==> config.mk <==
export PLATFORM = sky130hd
export DESIGN_NAME = mw_timer_ctrl
export DESIGN_NICKNAME = d
export VERILOG_FILES = /design/src/rtl/mw_timer_ctrl.sv
export SDC_FILE = /design/constraint.sdc
export NUM_CORES = 1
export LEC_CHECK = 0
export CORE_AREA = 2 2 53 92
export DETAILED_ROUTE_END_ITERATION = 10
export DIE_AREA = 0 0 55 94
export DONT_BUFFER_PORTS = 1
export HOLD_SLACK_MARGIN = 0.12
export PLACE_DENSITY_LB_ADDON = 0.25
export SETUP_SLACK_MARGIN = 0.1
export SYNTH_ARGS = -nofsm -noshare
export SYNTH_HDL_FRONTEND = slang
export SYNTH_SLANG_ARGS = --single-unit
==> constraint.sdc <==
create_clock -name clk -period 2.45 [get_ports clk]
set_input_delay 0.3675 -clock clk [delete_from_list [all_inputs] [get_ports clk]]
set_output_delay 0.3675 -clock clk [all_outputs]
set_load 0.1 [all_outputs]
==> src/rtl/mw_timer_ctrl.sv <==
// ============================================================================
// Module      : mw_timer_ctrl
// Description : Microwave cook timer. Handles BCD MM:SS keypad entry, the
//               start/pause/resume/clear sequencing and the 1 Hz countdown.
// Revision    : 1.0 - initial release
// ============================================================================
`default_nettype none

module mw_timer_ctrl #(
  parameter int TICK_DIV = 100,
  parameter int PRE_W    = 7
) (
  input  logic       clk,
  input  logic       clr,
  input  logic       key_valid,
  input  logic [3:0] key_digit,
  input  logic       start,
  input  logic       stop,
  input  logic       door_open,
  output logic [3:0] sec_ones,
  output logic [3:0] sec_tens,
  output logic [3:0] min_ones,
  output logic [3:0] min_tens,
  output logic       mag_on,
  output logic       done,
  output logic [1:0] state
);

  localparam logic [1:0]       c_ST_IDLE  = 2'b00;
  localparam logic [1:0]       c_ST_RUN   = 2'b01;
  localparam logic [1:0]       c_ST_PAUSE = 2'b10;
  localparam logic [PRE_W-1:0] c_PRE_LAST = PRE_W'(TICK_DIV - 1);

  logic [1:0]       r_state;
  logic [PRE_W-1:0] r_pre;
  logic [3:0]       r_sec_ones;
  logic [3:0]       r_sec_tens;
  logic [3:0]       r_min_ones;
  logic [3:0]       r_min_tens;
  logic             r_mag_on;
  logic             r_done;

  logic [3:0] w_dec_so;
  logic [3:0] w_dec_st;
  logic [3:0] w_dec_mo;
  logic [3:0] w_dec_mt;
  logic       w_tick;
  logic       w_zero;
  logic       w_dec_zero;
  logic       w_key_ok;

  assign w_tick     = (r_pre == c_PRE_LAST);
  assign w_zero     = (r_sec_ones == 4'd0) && (r_sec_tens == 4'd0) &&
                      (r_min_ones == 4'd0) && (r_min_tens == 4'd0);
  assign w_dec_zero = (w_dec_so == 4'd0) && (w_dec_st == 4'd0) &&
                      (w_dec_mo == 4'd0) && (w_dec_mt == 4'd0);
  // A seconds-units digit above 5 would shift into an illegal seconds-tens.
  assign w_key_ok   = key_valid && (key_digit <= 4'd9) && (r_sec_ones <= 4'd5);

  // One-second decrement through the mod-10 / mod-6 / mod-10 borrow chain.
  always_comb begin
    w_dec_so = r_sec_ones;
    w_dec_st = r_sec_tens;
    w_dec_mo = r_min_ones;
    w_dec_mt = r_min_tens;
    if (r_sec_ones != 4'd0) begin
      w_dec_so = r_sec_ones - 4'd1;
    end else begin
      w_dec_so = 4'd9;
      if (r_sec_tens != 4'd0) begin
        w_dec_st = r_sec_tens - 4'd1;
      end else begin
        w_dec_st = 4'd5;
        if (r_min_ones != 4'd0) begin
          w_dec_mo = r_min_ones - 4'd1;
        end else begin
          w_dec_mo = 4'd9;
          w_dec_mt = r_min_tens - 4'd1;
        end
      end
    end
  end

  always_ff @(posedge clk) begin
    if (clr) begin
      r_state    <= c_ST_IDLE;
      r_pre      <= '0;
      r_sec_ones <= 4'd0;
      r_sec_tens <= 4'd0;
      r_min_ones <= 4'd0;
      r_min_tens <= 4'd0;
      r_mag_on   <= 1'b0;
      r_done     <= 1'b0;
    end else begin
      r_done <= 1'b0;
      case (r_state)
        c_ST_IDLE: begin
          r_mag_on <= 1'b0;
          if (stop) begin
            r_sec_ones <= 4'd0;
            r_sec_tens <= 4'd0;
            r_min_ones <= 4'd0;
            r_min_tens <= 4'd0;
          end else if (start && !door_open && !w_zero) begin
            r_state  <= c_ST_RUN;
            r_pre    <= '0;
            r_mag_on <= 1'b1;
          end else if (w_key_ok) begin
            r_min_tens <= r_min_ones;
            r_min_ones <= r_sec_tens;
            r_sec_tens <= r_sec_ones;
            r_sec_ones <= key_digit;
          end
        end

        c_ST_RUN: begin
          // Pause wins over a coincident tick, so the prescaler is simply held.
          if (door_open || stop) begin
            r_state  <= c_ST_PAUSE;
            r_mag_on <= 1'b0;
          end else if (w_tick) begin
            r_pre      <= '0;
            r_sec_ones <= w_dec_so;
            r_sec_tens <= w_dec_st;
            r_min_ones <= w_dec_mo;
            r_min_tens <= w_dec_mt;
            if (w_dec_zero) begin
              r_state  <= c_ST_IDLE;
              r_mag_on <= 1'b0;
              r_done   <= 1'b1;
            end
          end else begin
            r_pre <= r_pre + 1'b1;
          end
        end

        c_ST_PAUSE: begin
          r_mag_on <= 1'b0;
          if (stop) begin
            r_state    <= c_ST_IDLE;
            r_sec_ones <= 4'd0;
            r_sec_tens <= 4'd0;
            r_min_ones <= 4'd0;
            r_min_tens <= 4'd0;
          end else if (start && !door_open) begin
            r_state  <= c_ST_RUN;
            r_mag_on <= 1'b1;
          end
        end

        default: begin
          r_state  <= c_ST_IDLE;
          r_mag_on <= 1'b0;
        end
      endcase
    end
  end

  assign sec_ones = r_sec_ones;
  assign sec_tens = r_sec_tens;
  assign min_ones = r_min_ones;
  assign min_tens = r_min_tens;
  assign mag_on   = r_mag_on;
  assign done     = r_done;
  assign state    = r_state;

endmodule

`default_nettype wire

==> results.py, run 1 <==
metrics = {
    "outcome": {
        "status": "finished clean",
    },
    "detailed_routing": {
        "final_antenna_net_count": 0,
        "wl_per_cell_um": 17.9,
        "drt-total-wl_um": 5660,
        "vias": 2019,
        "via_per_inst": 6.37,
        "first_iter_violations": 69,
        "first_pass_iters": 4,
        "drc": 0,
    },
    "cells_and_area": {
        "diodes": 0,
        "layout-drive-gt1-share_pct": 25.6,
        "syn2layout_area_growth_pct": 19.3,
        "nets": 284,
        "final_util_pct": 51.8,
        "finish.instance_area_um2": 2280,
        "n_fill_cell": 463,
    },
    "logic_synthesis": {
        "ys_ff_latch": 27,
        "synth.avg_cell_area_um2": 7.78,
        "synth-edff-count": 0,
        "synth_area_um2": 1910,
        "yosys.area_share.simple_pct": 27.1,
        "yosys.area_share.xor_xnor_pct": 0.458,
        "yosysUniqueCellTypes": 53,
        "synth_top_family_by_area": "compound AO/OA/AOI/OAI gates",
        "seq_area_frac_synth_pct": 28.3,
        "synth_compound_area_share_pct": 29.6,
        "synthMuxAreaShare_pct": 3.73,
        "synth_adder_area_share_pct": 4.58,
        "yosys_warnings": 0,
        "synth_ff_type": "dfxtp_1",
        "syn_nets": 263,
        "async_reset_ff_share_pct": 0,
        "synth_cells": 246,
    },
    "floorplan": {
        "ios": 30,
        "start_util_pct": 43.4,
        "die_w_um": 55,
        "fp.dieH_um": 94,
        "row_count": 32,
        "die-area_um2": 5170,
        "core_area_um2": 4400,
    },
    "global_routing": {
        "grt_overflow": 0,
        "grt_util_all_layers_pct": 22.6,
        "grt_max_degree": 22,
        "antenna_found_initial": 0,
        "grt_pass1_wl_um": 8670,
        "grt_pass1_vias": 1901,
    },
    "sta": {
        "period_share_pct": 90.3,
        "slew_violations": 0,
        "finalHoldViolations": 0,
        "setup_viol": 0,
        "period_needed_ns": 2.21,
        "rsz0062_at_grt": "no",
        "slew_headroom_pct": 70.3,
        "fin_skew_ns": 0.00920,
        "setup-tns-final_ns": 0,
        "tightest_slew_ns": 0.443,
        "hold-worst-slack_ns": 0.134,
        "max_freq_mhz": 452,
    },
    "cts": {
        "holdBufCountCts": 0,
        "cts_made_buffers": 3,
        "h-tree-depth": 1,
        "clock_latency_ns": 0.28,
        "cts.sinks": 27,
        "cts_tree": "done",
        "cts_buffer_depth": 2,
        "cts-root-buf": "clkbuf_8",
        "path_clk_slew_ns": 0.11,
    },
    "power_and_ir_drop": {
        "power_density_nw_per_um2": 1300,
        "p_leak_nw": 0.817,
        "ir_worst_vdd_mv": 0.785,
    },
    "setup_path": {
        "worstPathRequired_ns": 2.61,
        "reg2reg_from": "state[1]",
        "endpoint_kind": "flip-flop",
        "cpPeakStageDelay_ns": 0.45,
        "critPathKind": "reg -> reg",
        "r2r-end": "min_ones[3]",
        "path_buf_inv": 1,
        "crit_start": "state[1]",
        "path_depth": 7,
        "ff2ff_path_depth": 7,
        "critPathSlowestCell": "or3_4",
        "cp-endpoint": "min_ones[3]",
        "critPathLaunchType": "flip-flop",
        "crit_path_cell_trace": "inv_2, ha_4, or3b_4, o22a_1, or3_4, nor2_2, a211oi_1",
        "crit_family": "simple AND/OR/NAND/NOR gates",
        "path_max_fanout": 8,
        "worstPathArrival_ns": 2.37,
        "reg2reg_slack_ns": 0.24,
    },
    "placement": {
        "portBuffers": 0,
        "place_hpwl_um": 4270,
        "dpl-instance-area_um2": 2170,
        "place.gp.congestion": 0.801,
    },
    "job": {
        "cap_violations": 0,
    },
    "hold_path": {
        "hp-class": "in -> reg",
    },
}
-- what timing repair did --
| action | in CTS | in global routing |
|---|---|---|
| setup endpoints to repair | 0 | 13 |
| buffers inserted | 0 | 2 |
| resized for setup | 0 | 4 |
| endpoints found under the hold margin | 0 | 0 |
-- layer usage --
metal	vias up	share of wire [%]	GRT usage (%)
li1	986	-	-
met1	959	38	24.2
met2	59	54	41.4
met3	15	4.3	2.23
met4	0	3.3	10.6
met5	-	0	0
-- cell type report --
class	instances	area (um^2)	area share, %
clock buffer	3	41.3	1.81
clock inverter	1	7.51	0.329
inverter	10	37.5	1.64
multi-input combinational	193	1290	56.7
sequential	27	572	25.1
tap	51	63.8	2.80
timing repair buffer	32	265	11.6
-- cells by family (layout without fill, tap and decap cells) --
| group | after synthesis | in the layout |
|---|---|---|
| compound gates | 88 | 88 |
| simple gates | 89 | 90 |
| buf+inv | 27 | 46 |
| fa+ha+maj | 7 | 7 |
| flops | 27 | 27 |
| mux | 7 | 7 |
| xor+xnor | 1 | 1 |
-- Yosys cell counts (3+ instances only) --
master    count  area, um^2
o311ai_0      3        26.3
clkbuf_1     12        45.0
nand2b_1      3        18.8
or3_1         4        25.0
nand3_1       5        25.0
nand2_1      13        48.8
a21oi_1      34         170
ha_1          7        87.6
or4_1         3        22.5
nor2_1       14        52.6
and2_1        3        18.8
buf_2         3        15.0
mux2i_1       6        60.1
a311oi_1      3        26.3
nand4_1       9        56.3
a211oi_1      8        60.1
dfxtp_1      27         541
nor2b_1       4        25.0
o21ai_0      14        70.1
nor3_1       12        60.1
inv_1        10        37.5
o31ai_1       6        45.0
-- cell usage in the layout (no fill, tap or decap), drive strengths merged, types with 2 or more instances in the layout --
| master | Yosys | final |
|---|---|---|
| nand4 | 9 | 9 |
| nor3 | 12 | 12 |
| nand2 | 13 | 13 |
| a32oi | 2 | 2 |
| ha | 7 | 7 |
| a31oi | 2 | 2 |
| clkbuf | 12 | 3 |
| o32ai | 2 | 2 |
| or4 | 4 | 4 |
| a21boi | 2 | 2 |
| or2 | 2 | 2 |
| o21ai | 14 | 14 |
| o41ai | 2 | 2 |
| dfxtp | 27 | 27 |
| inv | 10 | 10 |
| buf | 5 | 32 |
| nor4b | 2 | 2 |
| or3 | 5 | 5 |
| and2 | 3 | 3 |
| nand2b | 3 | 3 |
| a22oi | 2 | 2 |
| nand3 | 5 | 5 |
| nor2b | 4 | 4 |
| a211oi | 9 | 9 |
| mux2i | 6 | 6 |
| o31ai | 6 | 6 |
| a311oi | 3 | 3 |
| o311ai | 3 | 3 |
| nor2 | 15 | 16 |
| a21oi | 34 | 34 |
| and3 | 3 | 3 |
| nor4 | 3 | 3 |
| a41oi | 2 | 2 |
-- state kept, by name, indices dropped and copies added (netlist names) --
| name | count |
|---|---|
| r_pre | 7 |
| done | 1 |
| min_tens | 4 |
| state | 2 |
| min_ones | 4 |
| mag_on | 1 |
| sec_tens | 4 |
| sec_ones | 4 |
-- report_power, final --
part           switching, W  internal [W]  total, W  leakage [nW]
Clock              0.000157      0.000116  0.000273        0.0217
Sequential         0.000107      0.000538  0.000645         0.228
Combinational       0.00135      0.000700   0.00205         0.568
Total               0.00161       0.00135   0.00297         0.817
-- through the flow --
stage | total power (W) | worst slack [ns] | instances
2_1_floorplan | 0.00214 | 0.115 | 246
3_3_place_gp | 0.00254 | 0.158 | 310
3_5_place_dp | 0.00255 | 0.206 | 310
4_1_cts | 0.00282 | 0.182 | 314
5_1_grt | 0.00313 | 0.0990 | 317
6_report | 0.00297 | 0.237 | 317
-- how the worst min path moves through the flow --
stage | from | endpoint | depth (start not counted)
2_1_floorplan | r_pre[6] | r_pre[6] | 2
3_3_place_gp | clr | sec_ones[0] | 1
3_5_place_dp | clr | sec_tens[3] | 1
4_1_cts | clr | sec_tens[3] | 1
5_1_grt | clr | sec_tens[3] | 1
6_report | clr | sec_tens[3] | 1
(Power assumes the default switching activity.)
==> run 2, diff against run 1 <==
--- a/config.mk
+++ b/config.mk
@@ -5,9 +5,10 @@
 export SDC_FILE = /design/constraint.sdc
 export NUM_CORES = 1
 export LEC_CHECK = 0
-export CORE_AREA = 2 2 53 92
+export ABC_AREA = 1
+export CORE_AREA = 2 2 52 91
 export DETAILED_ROUTE_END_ITERATION = 10
-export DIE_AREA = 0 0 55 94
+export DIE_AREA = 0 0 54 93
 export DONT_BUFFER_PORTS = 1
 export HOLD_SLACK_MARGIN = 0.12
 export PLACE_DENSITY_LB_ADDON = 0.25
==> results.py, run 2 <==
metrics = {
    "placement": {
        "portBuffers": 0,
        "post-place-ws_ns": 0.422,
        "dp.cells": 358,
        "place.gp.congestion": 0.947,
        "place_hpwl_um": 3880,
    },
    "setup_path": {
        "worstPathArrival_ns": 2.23,
        "endpoint_kind": "flip-flop",
        "critPathKind": "reg -> reg",
        "worstPathRequired_ns": 2.62,
        "critPathLaunchType": "flip-flop",
        "path_max_fanout": 11,
    },
    "global_routing": {
        "grt_pass1_wl_um": 7710,
        "grt_pass1_vias": 1791,
        "antenna_found_initial": 0,
        "grt_max_degree": 18,
        "grt_util_all_layers_pct": 20.5,
        "grt_overflow": 0,
    },
    "sta": {
        "max_freq_mhz": 486,
        "finalHoldViolations": 0,
        "tightest_slew_ns": 0.354,
        "rsz0062_at_grt": "no",
        "period_share_pct": 84.0,
        "slew_headroom_pct": 76.4,
        "slew_violations": 0,
        "setup-tns-final_ns": 0,
        "fin_skew_ns": 0.00515,
        "setup_ws_ns": 0.391,
        "period_needed_ns": 2.06,
        "setup_viol": 0,
    },
    "detailed_routing": {
        "via_per_inst": 5.24,
        "final_antenna_net_count": 0,
        "first_iter_violations": 30,
        "vias": 1896,
        "first_pass_iters": 4,
        "drc": 0,
        "drt-total-wl_um": 4880,
        "wl_per_cell_um": 13.5,
    },
    "cts": {
        "holdBufCountCts": 0,
        "cts_buffer_depth": 2,
        "cts_tree": "done",
        "cts-root-buf": "clkbuf_8",
        "cts_resized": 0,
        "cts.sinks": 27,
        "cts_made_buffers": 3,
        "path_clk_slew_ns": 0.10,
        "h-tree-depth": 1,
        "post-cts-setup-buffers": 0,
        "clock_latency_ns": 0.27,
    },
    "logic_synthesis": {
        "yosys_warnings": 0,
        "synth-edff-count": 0,
        "seq_area_frac_synth_pct": 28.7,
        "ys_ff_latch": 27,
        "synth_cells": 292,
        "synth_ff_type": "dfxtp_1",
        "yosysTopAreaCellShare_pct": 28.7,
        "yosysMostFrequentCell": "nand2_1",
        "async_reset_ff_share_pct": 0,
        "syn_nets": 309,
        "synth_area_um2": 1880,
        "synth_top_area_cell": "dfxtp_1",
        "synth.cells.most_frequent": "60 x nand2_1, 44 x nor2_1, 36 x inv_1, 27 x dfxtp_1, 21 x a21oi_1",
        "synth.avg_cell_area_um2": 6.44,
        "yosysUniqueCellTypes": 31,
        "synth_area_leaders": "dfxtp_1 29%, nand2_1 12%, nor2_1 8.8%, inv_1 7.2%, a21oi_1 5.6%",
    },
    "hold_path": {
        "hp-class": "in -> reg",
    },
    "job": {
        "cap_violations": 0,
    },
    "cells_and_area": {
        "final_util_pct": 48.7,
        "layout_common_cells": "60 x nand2_1, 44 x nor2_1, 36 x inv_1",
        "nets": 329,
        "max_flop_register": "r_pre",
        "final_common_cell": "nand2_1",
        "stdcell_count": 362,
        "largest_register_ffs": 7,
        "syn2layout_area_growth_pct": 12.0,
        "diodes": 0,
        "layout-drive-gt1-share_pct": 16.4,
    },
    "floorplan": {
        "row_count": 32,
        "die-area_um2": 5020,
        "die_w_um": 54,
        "ios": 30,
        "core_area_um2": 4320,
        "start_util_pct": 43.5,
        "fp.dieH_um": 93,
    },
    "outcome": {
        "status": "finished clean",
    },
}
-- run 2: cell families (layout without fill, tap and decap cells) --
group	Yosys count	in the layout	share of synthesized area, %
AO/OA/AOI/OAI	56	56	16.5
adder cells (fa/ha/maj)	7	7	4.66
buffers and inverters	48	67	11.0
XOR/XNOR	6	6	2.79
AND/OR/NAND/NOR	148	148	36.3
flip-flops	27	27	28.7
-- run 2: area by class of cell --
| class | count | area, um^2 |
|---|---|---|
| multi-input cells | 217 | 1130 |
| flip-flops and latches | 27 | 543 |
| clock inverters | 1 | 5.00 |
| well taps | 51 | 63.8 |
| clock buffers | 3 | 41.3 |
| fillers | 481 | 2220 |
| repair buffers | 22 | 165 |
| inverters | 41 | 155 |
-- run 2: path summary, 6_finish.rpt --
check	from	endpoint	slack (ns)	cells past startpoint
worst max register to register	sec_ones[3]	state[1]	0.39	12
worst min-delay path	clr	sec_ones[0]	0.15	1
worst max-delay path	sec_ones[3]	state[1]	0.39	12
worst min register to register	r_pre[6]	r_pre[6]	0.51	2
-- run 2: per-stage QoR --
stage / hold WS (ns) / instance area [um^2]
4_1_cts: 0.139 / 2110
3_5_place_dp: 0.441 / 2060
6_report: 0.146 / 2110
2_1_floorplan: 0.437 / 1880
3_3_place_gp: 0.438 / 2060
5_1_grt: 0.132 / 2110
-- run 2: layer usage --
| metal | routed length (um) | vias to the layer above | global-route usage, % |
|---|---|---|---|
| li1 | - | 979 | - |
| met1 | 1780 | 860 | 19.7 |
| met2 | 2800 | 46 | 39.8 |
| met3 | 194 | 11 | 3.19 |
| met4 | 103 | 0 | 8.54 |
| met5 | 0 | - | 0 |
-- run 2: critical path: stages, from the launching register on --
cell	delay [ns]
dfxtp_1	0.34
nor2_2	0.24
nand2_4	0.11
nor2_4	0.30
nand2_1	0.17
nand2_1	0.09
nand2_1	0.08
nor2_2	0.12
nand2_2	0.09
o21ai_4	0.20
nand3_1	0.10
nand2_1	0.08
nor2_1	0.04
Power of run 2 is left out: the tool's default activity adds up to more than one toggle a clock period on the data nets, which glitch-free logic cannot reach.
==> run 3, diff against run 2 <==
==> constraint.sdc (replaced) <==
create_clock -name clk -period 1.7 [get_ports clk]
set_input_delay 0.255 -clock clk [delete_from_list [all_inputs] [get_ports clk]]
set_output_delay 0.255 -clock clk [all_outputs]
set_load 0.1 [all_outputs]
==> results.py, run 3 (synthesized netlist as in run 2, its figures left out) <==
metrics = {
    "floorplan": {
        "die-area_um2": 5020,
        "row_count": 32,
        "ios": 30,
        "start_util_pct": 43.5,
        "die_w_um": 54,
        "fp.dieH_um": 93,
        "core_area_um2": 4320,
    },
    "placement": {
        "place_hpwl_um": 4130,
        "dp.cells": 386,
        "place.gp.congestion": 0.896,
        "portBuffers": 0,
        "dpl-instance-area_um2": 2450,
    },
    "cells_and_area": {
        "largest_register_ffs": 7,
        "syn2layout_area_growth_pct": 40.4,
        "max_flop_register": "r_pre",
        "diodes": 0,
        "layout_common_cells": "52 x nand2_1, 50 x buf_4, 37 x nor2_1",
        "nets": 362,
        "finish.instance_area_um2": 2640,
        "final_common_cell": "nand2_1",
        "n_fill_cell": 401,
        "layout-drive-gt1-share_pct": 39.5,
        "stdcell_count": 395,
    },
    "sta": {
        "fin_skew_ns": 0.00567,
        "slew_headroom_pct": 77.6,
        "slew_violations": 0,
        "setup_viol": 0,
        "period_needed_ns": 1.69,
        "max_freq_mhz": 591,
        "setup-tns-final_ns": 0,
        "rsz0062_at_grt": "yes",
        "period_share_pct": 99.5,
        "finalHoldViolations": 0,
        "hold-worst-slack_ns": 0.0287,
        "tightest_slew_ns": 0.336,
    },
    "hold_path": {
        "hold-path-endpoint": "sec_ones[0]",
        "min_delay_path_depth": 1,
        "hp-class": "in -> reg",
        "min_from": "clr",
    },
    "cts": {
        "clock_latency_ns": 0.27,
        "cts.sinks": 27,
        "cts_buffer_depth": 2,
        "h-tree-depth": 1,
        "cts-root-buf": "clkbuf_8",
        "cts_tree": "done",
        "path_clk_slew_ns": 0.10,
        "cts_made_buffers": 3,
    },
    "setup_path": {
        "r2r-end": "state[1]",
        "critPathLaunchType": "flip-flop",
        "worstPathRequired_ns": 1.88,
        "ff2ff_path_depth": 13,
        "critPathKind": "reg -> reg",
        "worstPathArrival_ns": 1.87,
        "reg2reg_from": "sec_tens[0]",
        "reg2reg_slack_ns": 0.008,
        "endpoint_kind": "flip-flop",
        "path_max_fanout": 7,
    },
    "detailed_routing": {
        "via_per_inst": 5.32,
        "vias": 2100,
        "wl_per_cell_um": 13.7,
        "first_iter_violations": 48,
        "first_pass_iters": 4,
        "drc": 0,
        "drt-total-wl_um": 5390,
        "final_antenna_net_count": 0,
    },
    "global_routing": {
        "met2_usage_pct": 44.8,
        "grt_pass1_vias": 2075,
        "antenna_found_initial": 0,
        "use_met1_pct": 22.7,
        "grt_pass1_wl_um": 8900,
        "busiest_layer": "met2",
        "grt_util_all_layers_pct": 23.3,
        "grt_max_degree": 17,
        "grt_overflow": 0,
        "gr-usage-met3_pct": 3.35,
    },
    "job": {
        "cap_violations": 0,
    },
    "outcome": {
        "status": "finished clean",
    },
}
## run 3: metrics by stage
step                worst slack (ns)  util [%]
finish                       0.00805      61.1
global route                  -0.121      61.1
CTS                          0.00366      59.3
detailed placement           -0.0430      56.8
global placement             -0.0600      56.8
floorplan                    -0.0280         -
## run 3: how the worst max path moves through the flow
stage          slack (ns)  endpoint  depth (start not counted)        start
2_1_floorplan       -0.03  state[0]                         13  sec_ones[1]
4_1_cts             0.004  state[1]                         13  sec_ones[2]
3_5_place_dp        -0.04  state[0]                         12  sec_tens[3]
3_3_place_gp        -0.06  state[0]                         12  sec_tens[3]
5_1_grt             -0.12  state[1]                         13  sec_ones[0]
6_report            0.008  state[1]                         13  sec_tens[0]
## run 3: final cells by class
type | count | area (um^2) | share of cell area [%]
timing repair buffer | 55 | 458 | 17.3
multi-input combinational | 217 | 1290 | 48.8
clock inverter | 1 | 7.51 | 0.284
inverter | 41 | 175 | 6.64
tap | 51 | 63.8 | 2.42
clock buffer | 3 | 41.3 | 1.56
sequential | 27 | 607 | 23.0
## run 3: repair_timing
| item | in CTS | in global routing |
|---|---|---|
| buffers inserted | 5 | 0 |
| endpoints found under the setup margin | 27 | 27 |
| gates resized for setup | 6 | 22 |
| pin swaps | 6 | 6 |
| hold endpoints to repair | 3 | 3 |
## run 3: critical path, cell delays in order (launching register included)
cell	delay (ns)
dfxtp_4	0.39
nor2_4	0.04
nand2_2	0.09
nor2_4	0.05
buf_12	0.13
buf_4	0.13
nand3_1	0.09
nand2_2	0.08
nor2_2	0.11
nand2_2	0.08
o21ai_4	0.20
nand3_1	0.09
nand2_1	0.07
nor2_1	0.04
## run 3: routing by layer
metal	vias up	part of all wire, %
li1	1054	-
met3	15	4.1
met1	978	35
met4	0	3.6
met5	-	0
met2	53	57
Power of run 3 is left out for the same reason.
